**src/rtl/pipe_ctrl_pkg.sv**
```systemverilog
// Shared definitions for the pipeline stall controller: stop encoding,
// per-stage stall patterns and FSM state encodings.
package pipe_ctrl_pkg;

    localparam logic STOP    = 1'b1;
    localparam logic NO_STOP = 1'b0;

    // Bit order: 0 PC, 1 IF, 2 ID, 3 EX, 4 MEM, 5 WB. A request stops its
    // own stage and everything upstream of it.
    localparam logic [5:0] STALL_NONE = {6{NO_STOP}};
    localparam logic [5:0] STALL_IF   = 6'b000011;
    localparam logic [5:0] STALL_ID   = 6'b000111;
    localparam logic [5:0] STALL_EX   = 6'b001111;
    localparam logic [5:0] STALL_MEM  = 6'b011111;
    localparam logic [5:0] STALL_ALL  = {6{STOP}};

    typedef enum logic [1:0] {
        ST_IDLE     = 2'd0,
        ST_MEM_WAIT = 2'd1,
        ST_ERR      = 2'd2
    } state_t;

endpackage

```
**src/rtl/pipe_ctrl_stall_mon.sv**
```systemverilog
// Saturating stall-cycle counter with synchronous clear (clear wins over
// increment).
module stall_mon #(
    parameter int CNT_W = 32
) (
    input  logic             clk,
    input  logic             rst_n,
    input  logic             clr,
    input  logic             inc,
    output logic [CNT_W-1:0] count
);

    // NOTE: sequential state is written with non-blocking assignments so every
    // flop samples pre-edge values regardless of block evaluation order.
    always_ff @(posedge clk or negedge rst_n) begin
        if (!rst_n) begin
            count <= '0;
        end else if (clr) begin
            count <= '0;
        end else if (inc && (count != '1)) begin
            count <= count + CNT_W'(1);
        end
    end

endmodule

```
**src/rtl/pipe_ctrl.sv**
```systemverilog
// Pipeline stall controller: combinational stall vector from stage requests,
// data-memory wait FSM with timeout watchdog, and stall-cycle counter.
module pipe_ctrl
    import pipe_ctrl_pkg::*;
#(
    parameter int TIMEOUT = 255,
    parameter int CNT_W   = 32
) (
    input  logic             clk,
    input  logic             rst_n,
    input  logic             stallreq_if,
    input  logic             stallreq_id,
    input  logic             stallreq_ex,
    input  logic             mem_req,
    input  logic             mem_ack,
    input  logic             cnt_clr,
    output logic [5:0]       stall,
    output logic             bus_err,
    output logic [CNT_W-1:0] stall_cycles
);

    localparam int                WAIT_W   = $clog2(TIMEOUT + 1);
    localparam logic [WAIT_W-1:0] WAIT_MAX = WAIT_W'(TIMEOUT);

    state_t            state;
    logic [WAIT_W-1:0] wait_cnt;
    logic              mem_stall;

    // ERR ignores the handshake entirely; the whole pipe is frozen instead.
    assign mem_stall = (state != ST_ERR) && mem_req && !mem_ack;

    // NOTE: the default assignment at the top of always_comb guarantees every
    // path drives stall, so no latch is inferred.
    always_comb begin
        stall = STALL_NONE;
        if (!rst_n)                stall = STALL_NONE;
        else if (state == ST_ERR)  stall = STALL_ALL;
        else if (mem_stall)        stall = STALL_MEM;
        else if (stallreq_ex)      stall = STALL_EX;
        else if (stallreq_id)      stall = STALL_ID;
        else if (stallreq_if)      stall = STALL_IF;
    end

    always_ff @(posedge clk or negedge rst_n) begin
        if (!rst_n) begin
            state    <= ST_IDLE;
            wait_cnt <= '0;
            bus_err  <= 1'b0;
        end else begin
            case (state)
                ST_IDLE: begin
                    if (mem_req && !mem_ack) begin
                        state    <= ST_MEM_WAIT;
                        wait_cnt <= WAIT_W'(1);
                    end
                end
                ST_MEM_WAIT: begin
                    // Ack or withdrawal both end the access; ack beats timeout.
                    if (mem_ack || !mem_req) begin
                        state    <= ST_IDLE;
                        wait_cnt <= '0;
                    end else if (wait_cnt == WAIT_MAX) begin
                        state   <= ST_ERR;
                        bus_err <= 1'b1;
                    end else begin
                        wait_cnt <= wait_cnt + WAIT_W'(1);
                    end
                end
                ST_ERR: begin
                    state <= ST_ERR;
                end
                default: begin
                    state    <= ST_IDLE;
                    wait_cnt <= '0;
                end
            endcase
        end
    end

    stall_mon #(
        .CNT_W (CNT_W)
    ) u_stall_mon (
        .clk   (clk),
        .rst_n (rst_n),
        .clr   (cnt_clr),
        .inc   (stall[0]),
        .count (stall_cycles)
    );

endmodule

```
**config.mk**
```make
export PLATFORM = sky130hd
export DESIGN_NAME = pipe_ctrl
export DESIGN_NICKNAME = d
export VERILOG_FILES = /design/src/rtl/pipe_ctrl_pkg.sv /design/src/rtl/pipe_ctrl_stall_mon.sv /design/src/rtl/pipe_ctrl.sv
export SDC_FILE = /design/constraint.sdc
export NUM_CORES = 1
export LEC_CHECK = 0
export BUFFER_PORTS_ARGS = -buffer_cell sky130_fd_sc_hd__buf_2
export CAP_MARGIN = 20
export CORE_ASPECT_RATIO = 0.8
export CORE_MARGIN = 2
export CORE_UTILIZATION = 39
export DETAILED_ROUTE_END_ITERATION = 8
export GPL_ROUTABILITY_DRIVEN = 0
export PLACE_DENSITY = 0.7
export SYNTH_ARGS = -nofsm -noshare
export SYNTH_HDL_FRONTEND = slang
export SYNTH_SLANG_ARGS = --single-unit
```
**constraint.sdc**
```tcl
create_clock -name clk -period 2.1 [get_ports clk]
set_clock_uncertainty 0.05 [all_clocks]
set_input_delay 0.21 -clock clk [delete_from_list [all_inputs] [get_ports clk]]
set_output_delay 0.21 -clock clk [all_outputs]
set_load 0.02 [all_outputs]
```
; ---- After elaboration in Yosys (flattened, before gate mapping)
; Index checks and enable logic that the tools add are counted.
[totals]
ff_bits = 43
output_inout_bits = 39
wordCells = 44
[classes]
n_addsub = 2
n_eq_ne = 8
mux = 16
n_bitwise = 2
reduce_logical = 12
[op_table]
columns = cell, n
row1 = two-way mux 32 bit, 2
row2 = adder 32 x 1 -> 32 bit (second input constant), 1
row3 = != test 32 bit (second input constant), 1
row4 = two-way mux 8 bit, 3
row5 = one-hot mux 8 bit (3 select lines), 1
row6 = two-way mux 6 bit, 2
row7 = adder 8 x 1 -> 8 bit (second input constant), 1
row8 = equality test 8 bit (second input constant), 1
row9 = two-way mux 2 bit, 4
row10 = != test 3 bit (second input constant), 2
row11 = one-hot mux 2 bit (3 select lines), 1
row12 = AND reduction 3 bit, 2
row13 = two-way mux 5 bit, 1
row14 = logical AND 1 bit, 4
row15 = two-way mux 4 bit, 1
row16 = != test 2 bit (second input constant), 2
row17 = two-way mux 3 bit, 1
row18 = equality test 2 x 1 -> 1 bit (second input constant), 1
row19 = equality test 2 bit (second input constant), 1
row20 = logical NOT 1 bit, 2
row21 = logical NOT 2 bit, 1
row22 = inverter 1 bit, 2
row23 = AND reduction 2 bit, 1
row24 = nonzero test 2 bit, 1
row25 = logical OR 1 bit, 1

; ---- Logic depth before layout (Yosys ltp)
; Gate-level depths: netlist (run 1).
[logic_depth]
depth_word = 9
ltp_mapped = 8

; ---- Cells and area by module
; From an unflattened synthesis (run 1), not the netlist that was laid out.
[hier_totals]
hier_cells = 273
area_unflattened_um2 = 2519.9
[modules_own_cells]
columns = mod, instances, cells_per_inst, area_each_um2, seq_area_each_um2
row1 = stall_mon, 1, 198, 1854.3, 800.8
row2 = pipe_ctrl, 1, 75, 665.6, 275.3

; ---- Worst setup path after synthesis (run 1)
; Ideal clock, no wire load.
[synth_path]
path_type = reg2reg
start = register u_stall_mon.count[11]
end = register u_stall_mon.count[29]
setup_time_ps = 125
arrival_time_ps = 2070
required_ps = 1925
path_slack_ps = -146
path_stages_with_launch = 7
synth_period_minus_slack_ps = 2246
path_cell_list = dfrtp_1 > nand4_2 > or4_4 > o31ai_4 > buf_6 > nor3_1 > mux2_4
[synth_between]
elab_chain_len = 3
elab_cells_between_ends = 6
cone_classes = add/sub (1) / eq/ne (1) / mux (2) / reduce/logical (2)
[synth_lines]
columns = element, line
row1 = start: declaration, pipe_ctrl_stall_mon.sv:10  ; output logic [CNT_W-1:0] count
row2 = start signal: assignment, pipe_ctrl_stall_mon.sv:21  ; count <= count + CNT_W'(1);
row3 = adder 32 x 1 -> 32 bit / != test 32 bit (equally long branches), "pipe_ctrl_stall_mon.sv:21, pipe_ctrl_stall_mon.sv:20"
row4 = two-way mux 32 bit / logical AND 1 bit (equally long branches), pipe_ctrl_stall_mon.sv:20  ; end else if (inc && (count != '1)) begin
row5 = two-way mux 32 bit / nonzero test 2 bit (equally long branches), n/a
; Parallel ways exist; a longest one is shown, timed or not. The select of a mux whose other input is x is not followed.
; A chain may end at the register's enable or synchronous reset.

; ---- Worst setup path in the final report (run 1)
[layout_path]
start = register u_stall_mon.count[0]
end = register u_stall_mon.count[28]
; Same word-level chain as after synthesis.

==> results.cfg, run 1 <==
[synthesis]
synthFlopType = dfrtp_1
synth_top_area_share_pct = 45.2
synth.area.top_cells = dfrtp_1 45%, a21oi_1 5.9%, or3_1 4.7%
synth_area_mm2 = 0.00238
synth_edf_count = 0
yosysWarnings = 0
seq_area_frac_synth_pct = 45.2
synthArstFlopShare_pct = 100
yosysTopAreaCell = dfrtp_1
synthCells = 266
synth_nets = 276
synth.avg_cell_area_um2 = 8.96
synth.distinct_cells = 40
ys_ff_latch = 43

[timing]
fin_setup_tns_ps = 0
final_hold_viol_count = 0
hold_ws_ps = 10.5
slew_viol_final = 0
max_freq_mhz = 485
fin_crit_sh_pct = 98.2
setup_violations = 0
maxSlewHeadroom_pct = 62.1
rsz0062_at_grt = true
tightestPinTransition_ps = 569
period_needed_ps = 2060

[cells_and_area]
nFillCells = 549
drive_gt1_share_pct = 41.1
syn_to_final_growth_pct = 37.7
mostFrequentLayoutCells = 57 x buf_4, 46 x buf_2, 27 x dfrtp_1
mostFrequentLayoutCell = buf_4
finalCoreUtilization_pct = 55.5
antenna_cells = 0
multi_input_area_mm2 = 0.00129
nets = 376
regArea_mm2 = 0.00110

[global_routing]
overflow = 0
grt_pass1_vias = 2269
grt_max_degree = 46
antenna_found_initial = 0
grt.total_usage_pct = 19.4
grt_pass1_wl_mm = 10.5

[routing]
wl_mm = 6.17
drtAntennaViolNets = 0
wl_per_cell_um = 13.8
num_vias = 2438
drt_iter0_drc = 113
dr.pass1.iters = 4
drc = 0
vias_per_cell = 5.44

[cts]
clk_pin_slew_worst_paths_ps = 80
cts_root_buf = clkbuf_8
htreeDepth = 2
clk_latency_ps = 300
cts_made_buffers = 5
clk_path_buf_depth = 2
clock-sinks = 43
tritoncts = done

[floorplan]
start_util_pct = 40.3
io_pins = 47
rows = 25
die_y_um = 73.9
die_width_um = 91.4
dieArea_mm2 = 0.00675
core_area_mm2 = 0.00591

[hold_path]
min_path_type = in2async

[flow_run]
cap_violations = 0

[placement]
hpwl_mm = 4.48
port_buffers = 46

[setup_path]
critPathTopFamily = simple AND/OR/NAND/NOR gates
crit_slowest_cell = or3_4
worstPathRequired_ps = 2280
crit_top_cell = or3_4
cp.depth = 7
crit_chain = ha_4 -> and2_4 -> nand4_1 -> buf_4 -> or3_4 -> or3_4 -> a21oi_2
worstSetupStartpointType = register
critPathBufInv = 1
crit_start = u_stall_mon.count[0]$_DFFE_PN0P_
r2r-start = u_stall_mon.count[0]$_DFFE_PN0P_
arrival_ps = 2250
critPathKind = reg2reg
r2r_cells = 7
critical_path.endpoint = u_stall_mon.count[28]$_DFFE_PN0P_
end_kind = register
r2r_setup_slack_ps = 40
critPathMaxFanout = 5
critPathMaxStageDelay_ps = 410
reg2reg_to = u_stall_mon.count[28]$_DFFE_PN0P_

[power_and_ir_drop]
power-per-cell-area_mw_per_mm2 = 471
ir_drop_v = 0.000237
power_mw = 1.54
leakage_nw = 1.46

[outcome]
status = completed
## sequential cells by signal, summed over array words and instances, names as in the netlist
register / cells
bus_err: 1
u_stall_mon.count: 32
state: 2
wait_cnt: 8
## how the worst min path moves through the flow
stage	from	endpoint	slack, ps	cells past startpoint
final	rst_n	u_stall_mon.count[26]$_DFFE_PN0P_	10	2
after CTS	rst_n	u_stall_mon.count[26]$_DFFE_PN0P_	30	2
after global routing	rst_n	u_stall_mon.count[7]$_DFFE_PN0P_	60	2
after detailed placement	rst_n	u_stall_mon.count[26]$_DFFE_PN0P_	350	2
after floorplan	rst_n	bus_err$_DFFE_PN0P_	-140	0
after global placement	rst_n	u_stall_mon.count[4]$_DFFE_PN0P_	360	2
## cells by family after synthesis
logic type	synth area share (%)
fa+ha+maj	1.05
compound gates	17.9
buf+inv	3.83
simple gates	29.7
xor+xnor	0.735
flops	45.2
mux	1.68
## Yosys cell counts (all sizes together) (2+ instances only)
| cell type | instances |
|---|---|
| or3 | 18 |
| nand3 | 15 |
| or2 | 2 |
| nor2 | 16 |
| a31oi | 2 |
| nor3b | 2 |
| and3 | 9 |
| clkbuf | 7 |
| and2 | 2 |
| nand2 | 22 |
| buf | 6 |
| dfrtp | 43 |
| o31ai | 14 |
| mux2 | 2 |
| nor2b | 4 |
| nand4 | 10 |
| a21oi | 28 |
| nor3 | 6 |
| and4 | 3 |
| xor2 | 2 |
| ha | 2 |
| nand2b | 3 |
| inv | 5 |
| o21ai | 24 |
| or4 | 12 |
## report_power, final
| group | total, mW | internal (mW) | switching, mW |
|---|---|---|---|
| clock network | 0.517 | 0.234 | 0.283 |
| registers | 0.857 | 0.842 | 0.0148 |
| logic | 0.169 | 0.0662 | 0.103 |
| total | 1.54 | 1.14 | 0.401 |
## final cells by class
class                           count  share of cell area (%)
Multi-Input combinational cell    206                    39.4
Sequential cell                    43                    33.4
Tap cell                           81                    3.09
Clock inverter                      1                   0.153
Inverter                            5                   0.572
Timing Repair Buffer              105                    21.0
Clock buffer                        7                    2.33
## routing by layer
metal	routed length (um)	global-route usage, %	share of wire [%]
met1	3000	26.6	49
met4	113	7.91	1.8
met5	0	0	0
met2	2700	29.8	44
met3	359	4.92	5.8
## timing repair
item                                   CTS  global route
hold buffers                             0             0
endpoints found under the hold margin    0             0
pin swaps                                1             7
gates resized for setup                  3            16
gates cloned                             0             1
setup endpoints to repair                7            24
setup buffers                            0             3
## per-stage QoR
step,setup WS [ps],cells,area [um2]
floorplan,-33.5,266,2420
global route,-14.2,448,3280
finish,37.1,448,3280
detailed placement,-83.1,436,3090
global placement,-37.6,436,3090
CTS,16.9,444,3190
(Power assumes the default switching activity.)
==> run 2: changes to the inputs <==
Settings changed: PLACE_DENSITY 0.7 to 0.74.
==> run 2 against run 1 <==
Register-to-register slack hardly changed. Clock-buffer cell count increased by 1. Die area unchanged. Sequential cell count stayed put. Sequential power barely moved. Routed wire length grew 2.1%. Design area fell by 1.3%. Highest routed layer unchanged. Hold slack improved by 13 ps. Combinational power barely moved. First-iteration DRC count increased by 51%.
==> results.cfg, run 2 (synthesized netlist as in run 1, its figures left out) <==
[placement]
port_buffers = 46
hpwl_mm = 4.46
place_area_mm2 = 0.00308

[cells_and_area]
fin_area_mm2 = 0.00324
nets = 370
regMostFlops = u_stall_mon.count
syn_to_final_growth_pct = 35.8
mostFrequentLayoutCells = 51 x buf_4, 46 x buf_2, 27 x dfrtp_1
largest_reg_flops = 32
antenna_cells = 0
mostFrequentLayoutCell = buf_4
drive_gt1_share_pct = 38.8
reg_top3 = u_stall_mon.count (32), wait_cnt (8), state (2)
nFillCells = 528

[global_routing]
grt_max_degree = 46
grt.total_usage_pct = 18.7
antenna_found_initial = 0
overflow = 0
grt_pass1_vias = 2168
grt_pass1_wl_mm = 10.1

[timing]
max_freq_mhz = 484
slew_viol_final = 0
period_needed_ps = 2070
maxSlewHeadroom_pct = 61.8
tightestPinTransition_ps = 573
fin_crit_sh_pct = 98.3
fin_setup_tns_ps = 0
rsz0062_at_grt = true
final_hold_viol_count = 0
setup_violations = 0

[routing]
num_vias = 2449
drtAntennaViolNets = 0
drc = 0
wl_per_cell_um = 14.3
wl_mm = 6.30
drt_iter0_drc = 171
dr.pass1.iters = 4
vias_per_cell = 5.54

[setup_path]
worstSetupStartpointType = register
crit_chain = ha_4 -> and2_4 -> nand4_1 -> buf_4 -> or3_4 -> or3_1 -> a21oi_2
r2r-start = u_stall_mon.count[1]$_DFFE_PN0P_
critPathMaxFanout = 5
critPathTopFamily = simple AND/OR/NAND/NOR gates
critPathKind = reg2reg
r2r_cells = 7
crit_slowest_cell = or3_4
reg2reg_to = u_stall_mon.count[24]$_DFFE_PN0P_
critPathBufInv = 1
worstPathRequired_ps = 2290
end_kind = register
arrival_ps = 2250
r2r_setup_slack_ps = 30
critPathMaxStageDelay_ps = 410

[cts]
clk_pin_slew_worst_paths_ps = 90
clk_latency_ps = 300
cts_made_buffers = 5
tritoncts = done
clk_path_buf_depth = 2
cts_root_buf = clkbuf_8
htreeDepth = 2
clock-sinks = 43
cts-hold-fix-buffers = 0

[power_and_ir_drop]
leakage_nw = 1.44
power-per-cell-area_mw_per_mm2 = 499
ir_drop_v = 0.000213
power_mw = 1.61

[flow_run]
cap_violations = 0

[floorplan]
core_area_mm2 = 0.00591
rows = 25
dieArea_mm2 = 0.00675
io_pins = 47
die_width_um = 91.4
die_y_um = 73.9
start_util_pct = 40.3

[hold_path]
min_path_type = in2async

[outcome]
status = completed
==> run 2: changes by cell type in the layout (fill, tap and decap cells not counted), moves of 2 or more <==
cell      delta
or3_4        -2
or3_1        +2
a21oi_1      +3
clkbuf_8     +2
a21oi_2      -3
buf_4        -6
==> run 2: metal layers <==
| layer | track usage, % | vias to the layer above | routed length (um) |
|---|---|---|---|
| li1 | - | 1196 | - |
| met1 | 26.4 | 1175 | 3030 |
| met3 | 3.28 | 5 | 374 |
| met4 | 5.05 | 0 | 53 |
| met2 | 30.2 | 73 | 2840 |
| met5 | 0 | - | 0 |
==> run 2: power by group <==
| group | total (mW) | switching, mW | internal (mW) | leakage, nW |
|---|---|---|---|---|
| clock network | 0.592 | 0.291 | 0.301 | 0.0515 |
| registers | 0.856 | 0.0140 | 0.842 | 0.568 |
| logic | 0.166 | 0.103 | 0.0631 | 0.819 |
| total | 1.61 | 0.408 | 1.21 | 1.44 |
==> run 2: how the worst max path moves through the flow <==
stage                                            startpoint                           endpoint  depth (start not counted)
after floorplan           u_stall_mon.count[15]$_DFFE_PN0P_   u_stall_mon.count[1]$_DFFE_PN0P_                          7
after global placement     u_stall_mon.count[0]$_DFFE_PN0P_  u_stall_mon.count[28]$_DFFE_PN0P_                          7
after detailed placement   u_stall_mon.count[0]$_DFFE_PN0P_  u_stall_mon.count[24]$_DFFE_PN0P_                          7
after CTS                  u_stall_mon.count[0]$_DFFE_PN0P_  u_stall_mon.count[24]$_DFFE_PN0P_                          7
after global routing       u_stall_mon.count[1]$_DFFE_PN0P_  u_stall_mon.count[24]$_DFFE_PN0P_                          7
final                      u_stall_mon.count[1]$_DFFE_PN0P_  u_stall_mon.count[24]$_DFFE_PN0P_                          7
==> run 2: area by class of cell <==
cell class | instances | area, um2 | area share [%]
clock buffers | 8 | 100 | 3.09
inverters | 5 | 18.8 | 0.580
multi-input cells | 206 | 1270 | 39.4
flip-flops and latches | 43 | 1100 | 33.9
well taps | 81 | 101 | 3.13
repair buffers | 99 | 644 | 19.9
==> run 2: what timing repair did <==
item,CTS,global route
resized for setup,1,10
endpoints found under the setup margin,4,13
buffers inserted,0,1
cloned,0,1
pin swaps,1,9
==> run 2: stage by stage <==
| step | util [%] | hold slack, ps | setup slack (ps) | std cells |
|---|---|---|---|---|
| finish | 54.7 | 23.5 | 34.9 | 442 |
| floorplan | - | -136 | -33.5 | 266 |
| global route | 54.7 | 66.6 | -17.4 | 442 |
| detailed placement | 52.0 | 383 | -71.8 | 432 |
| CTS | 53.8 | 53.9 | 14.4 | 440 |
| global placement | 52.0 | 367 | 2.54 | 432 |
==> run 3: changes to the inputs <==
Settings changed: GPL_TIMING_DRIVEN from default to 0.
==> run 3 against run 2 <==
The run now ends with setup timing left. First-iteration DRC count increased by 27%. Critical path depth is the same. Sequential share of layout area increased by 0.70 points. Via count decreased by 2.0%. Global-route usage rose by 1.0 points. Utilization fell by 1.1 points. Die area is the same. Sequential cell count unchanged. Clock power is 10% lower. Design area down 2.0%. Largest cell class unchanged.
==> results.cfg, run 3 (synthesized netlist as in run 1, its figures left out) <==
[cts]
htreeDepth = 2
tritoncts = done
clk_pin_slew_worst_paths_ps = 90
clk_path_buf_depth = 2
cts_root_buf = clkbuf_8
cts_made_buffers = 5
clk_latency_ps = 300
clock-sinks = 43

[floorplan]
core_area_mm2 = 0.00591
io_pins = 47
start_util_pct = 40.3
dieArea_mm2 = 0.00675
die_y_um = 73.9
rows = 25
die_width_um = 91.4

[setup_path]
worstSetupStartpointType = register
crit_slowest_cell = or4_4
critPathMaxFanout = 5
worstPathRequired_ps = 2270
arrival_ps = 2310
crit_start = u_stall_mon.count[15]$_DFFE_PN0P_
end_kind = register
critical_path.endpoint = u_stall_mon.count[7]$_DFFE_PN0P_
r2r-start = u_stall_mon.count[15]$_DFFE_PN0P_
r2r_setup_slack_ps = -40
r2r_cells = 7
reg2reg_to = u_stall_mon.count[7]$_DFFE_PN0P_
crit_chain = nand4_1 -> or4_4 -> o31ai_4 -> buf_6 -> bufbuf_16 -> o21ai_1 -> a21oi_1
critPathMaxStageDelay_ps = 580
critPathKind = reg2reg

[timing]
setup_violations = 6
tightestPinTransition_ps = 694
max_freq_mhz = 467
fin_crit_sh_pct = 102
fin_ws_ps = -40.1
rsz0062_at_grt = true
final_hold_viol_count = 0
hold_ws_ps = 241
period_needed_ps = 2140
slew_viol_final = 0
maxSlewHeadroom_pct = 53.7

[routing]
wl_per_cell_um = 15.2
dr_wl_met3_um = 332
vias_per_cell = 5.61
wl_mm = 6.51
dr.pass1.iters = 4
num_vias = 2400
drc = 0
wirelength_met1_mm = 3.14
drtAntennaViolNets = 0
drt_iter0_drc = 217
routed.top_layer = met4
wl_met2_mm = 2.97

[cells_and_area]
nFillCells = 546
regMostFlops = u_stall_mon.count
mostFrequentLayoutCell = buf_2
largest_reg_flops = 32
syn_to_final_growth_pct = 33.1
drive_gt1_share_pct = 35.2
mostFrequentLayoutCells = 45 x buf_2, 30 x buf_4, 28 x a21oi_1
finalCoreUtilization_pct = 53.6
nets = 356
reg_top3 = u_stall_mon.count (32), wait_cnt (8), state (2)
antenna_cells = 0

[outcome]
violations = setup timing
status = finished, violations left

[global_routing]
antenna_found_initial = 0
grt_max_degree = 44
grt_pass1_vias = 2183
grt.total_usage_pct = 19.8
grt_pass1_wl_mm = 10.5
overflow = 0

[power_and_ir_drop]
power-per-cell-area_mw_per_mm2 = 498
leakage_nw = 1.37
ir_drop_v = 0.000313

[placement]
hpwl_mm = 4.05
port_buffers = 45
pre_cts_ws_ps = -661

[hold_path]
min-delay-start = mem_ack
min_path_type = in2reg
min_path_cells = 3

[flow_run]
cap_violations = 0
==> run 3: changes by cell type in the layout (fill, tap and decap cells not counted), sizes merged <==
cell,change
dlygate4sd3,+1
buf,-20
clkinv,+1
or3,-1
clkbuf,+3
bufbuf,+1
clkinvlp,+1
==> run 3: timing repair <==
item / in CTS / in global routing
resized for setup: 13 / 9
hold buffers: 2 / 0
setup endpoints to repair: 34 / 30
setup buffers: 22 / 4
pin swaps: 5 / 4
endpoints found under the hold margin: 43 / 0
gates cloned: 1 / 0
==> run 3: layout make-up <==
class | instances | area [um2] | area share (%)
buffer | 12 | 78.8 | 2.49
clock buffer | 6 | 72.6 | 2.29
clock inverter | 2 | 12.5 | 0.395
inverter | 5 | 18.8 | 0.592
multi-input combinational | 205 | 1300 | 40.9
sequential | 43 | 1100 | 34.6
tap | 81 | 101 | 3.20
timing repair buffer | 74 | 493 | 15.5
==> run 3: stage by stage <==
| stage | power (mW) | instances | cell area, um2 | TNS, ps |
|---|---|---|---|---|
| 3_5_place_dp | 1.02 | 392 | 2740 | -15890 |
| 3_3_place_gp | 1.01 | 392 | 2740 | -14750 |
| 5_1_grt | 1.64 | 428 | 3170 | -1260 |
| 6_report | 1.58 | 428 | 3170 | -155 |
| 2_1_floorplan | 0.957 | 266 | 2420 | -89.4 |
| 4_1_cts | 1.58 | 425 | 3120 | 0 |
==> run 3: worst min path at each step <==
stage                                            end  slack [ps]
finish                          state[0]$_DFFE_PN0P_         240
global route                    state[0]$_DFFE_PN0P_         280
CTS                             state[0]$_DFFE_PN0P_         230
detailed placement  u_stall_mon.count[2]$_DFFE_PN0P_         390
global placement    u_stall_mon.count[2]$_DFFE_PN0P_         390
floorplan                        bus_err$_DFFE_PN0P_        -140
==> run 3: layer usage <==
| metal | track usage (%) | vias up |
|---|---|---|
| met4 | 4.55 | 0 |
| met2 | 32.2 | 65 |
| met1 | 27.7 | 1166 |
| met3 | 3.79 | 7 |
| met5 | 0 | - |
| li1 | - | 1162 |
==> run 3: report_power, final <==
| part | internal (mW) | leakage [nW] | total (mW) | switching [mW] |
|---|---|---|---|---|
| logic | 0.0817 | 0.759 | 0.191 | 0.109 |
| registers | 0.843 | 0.568 | 0.858 | 0.0152 |
| clock network | 0.233 | 0.0412 | 0.531 | 0.298 |
==> run 3: critical path, delay by kind of cell (launching register included) <==
family,cells,cell delay (ps)
buf+inv,2,430
flops,1,370
compound gates,3,500
simple gates,2,700
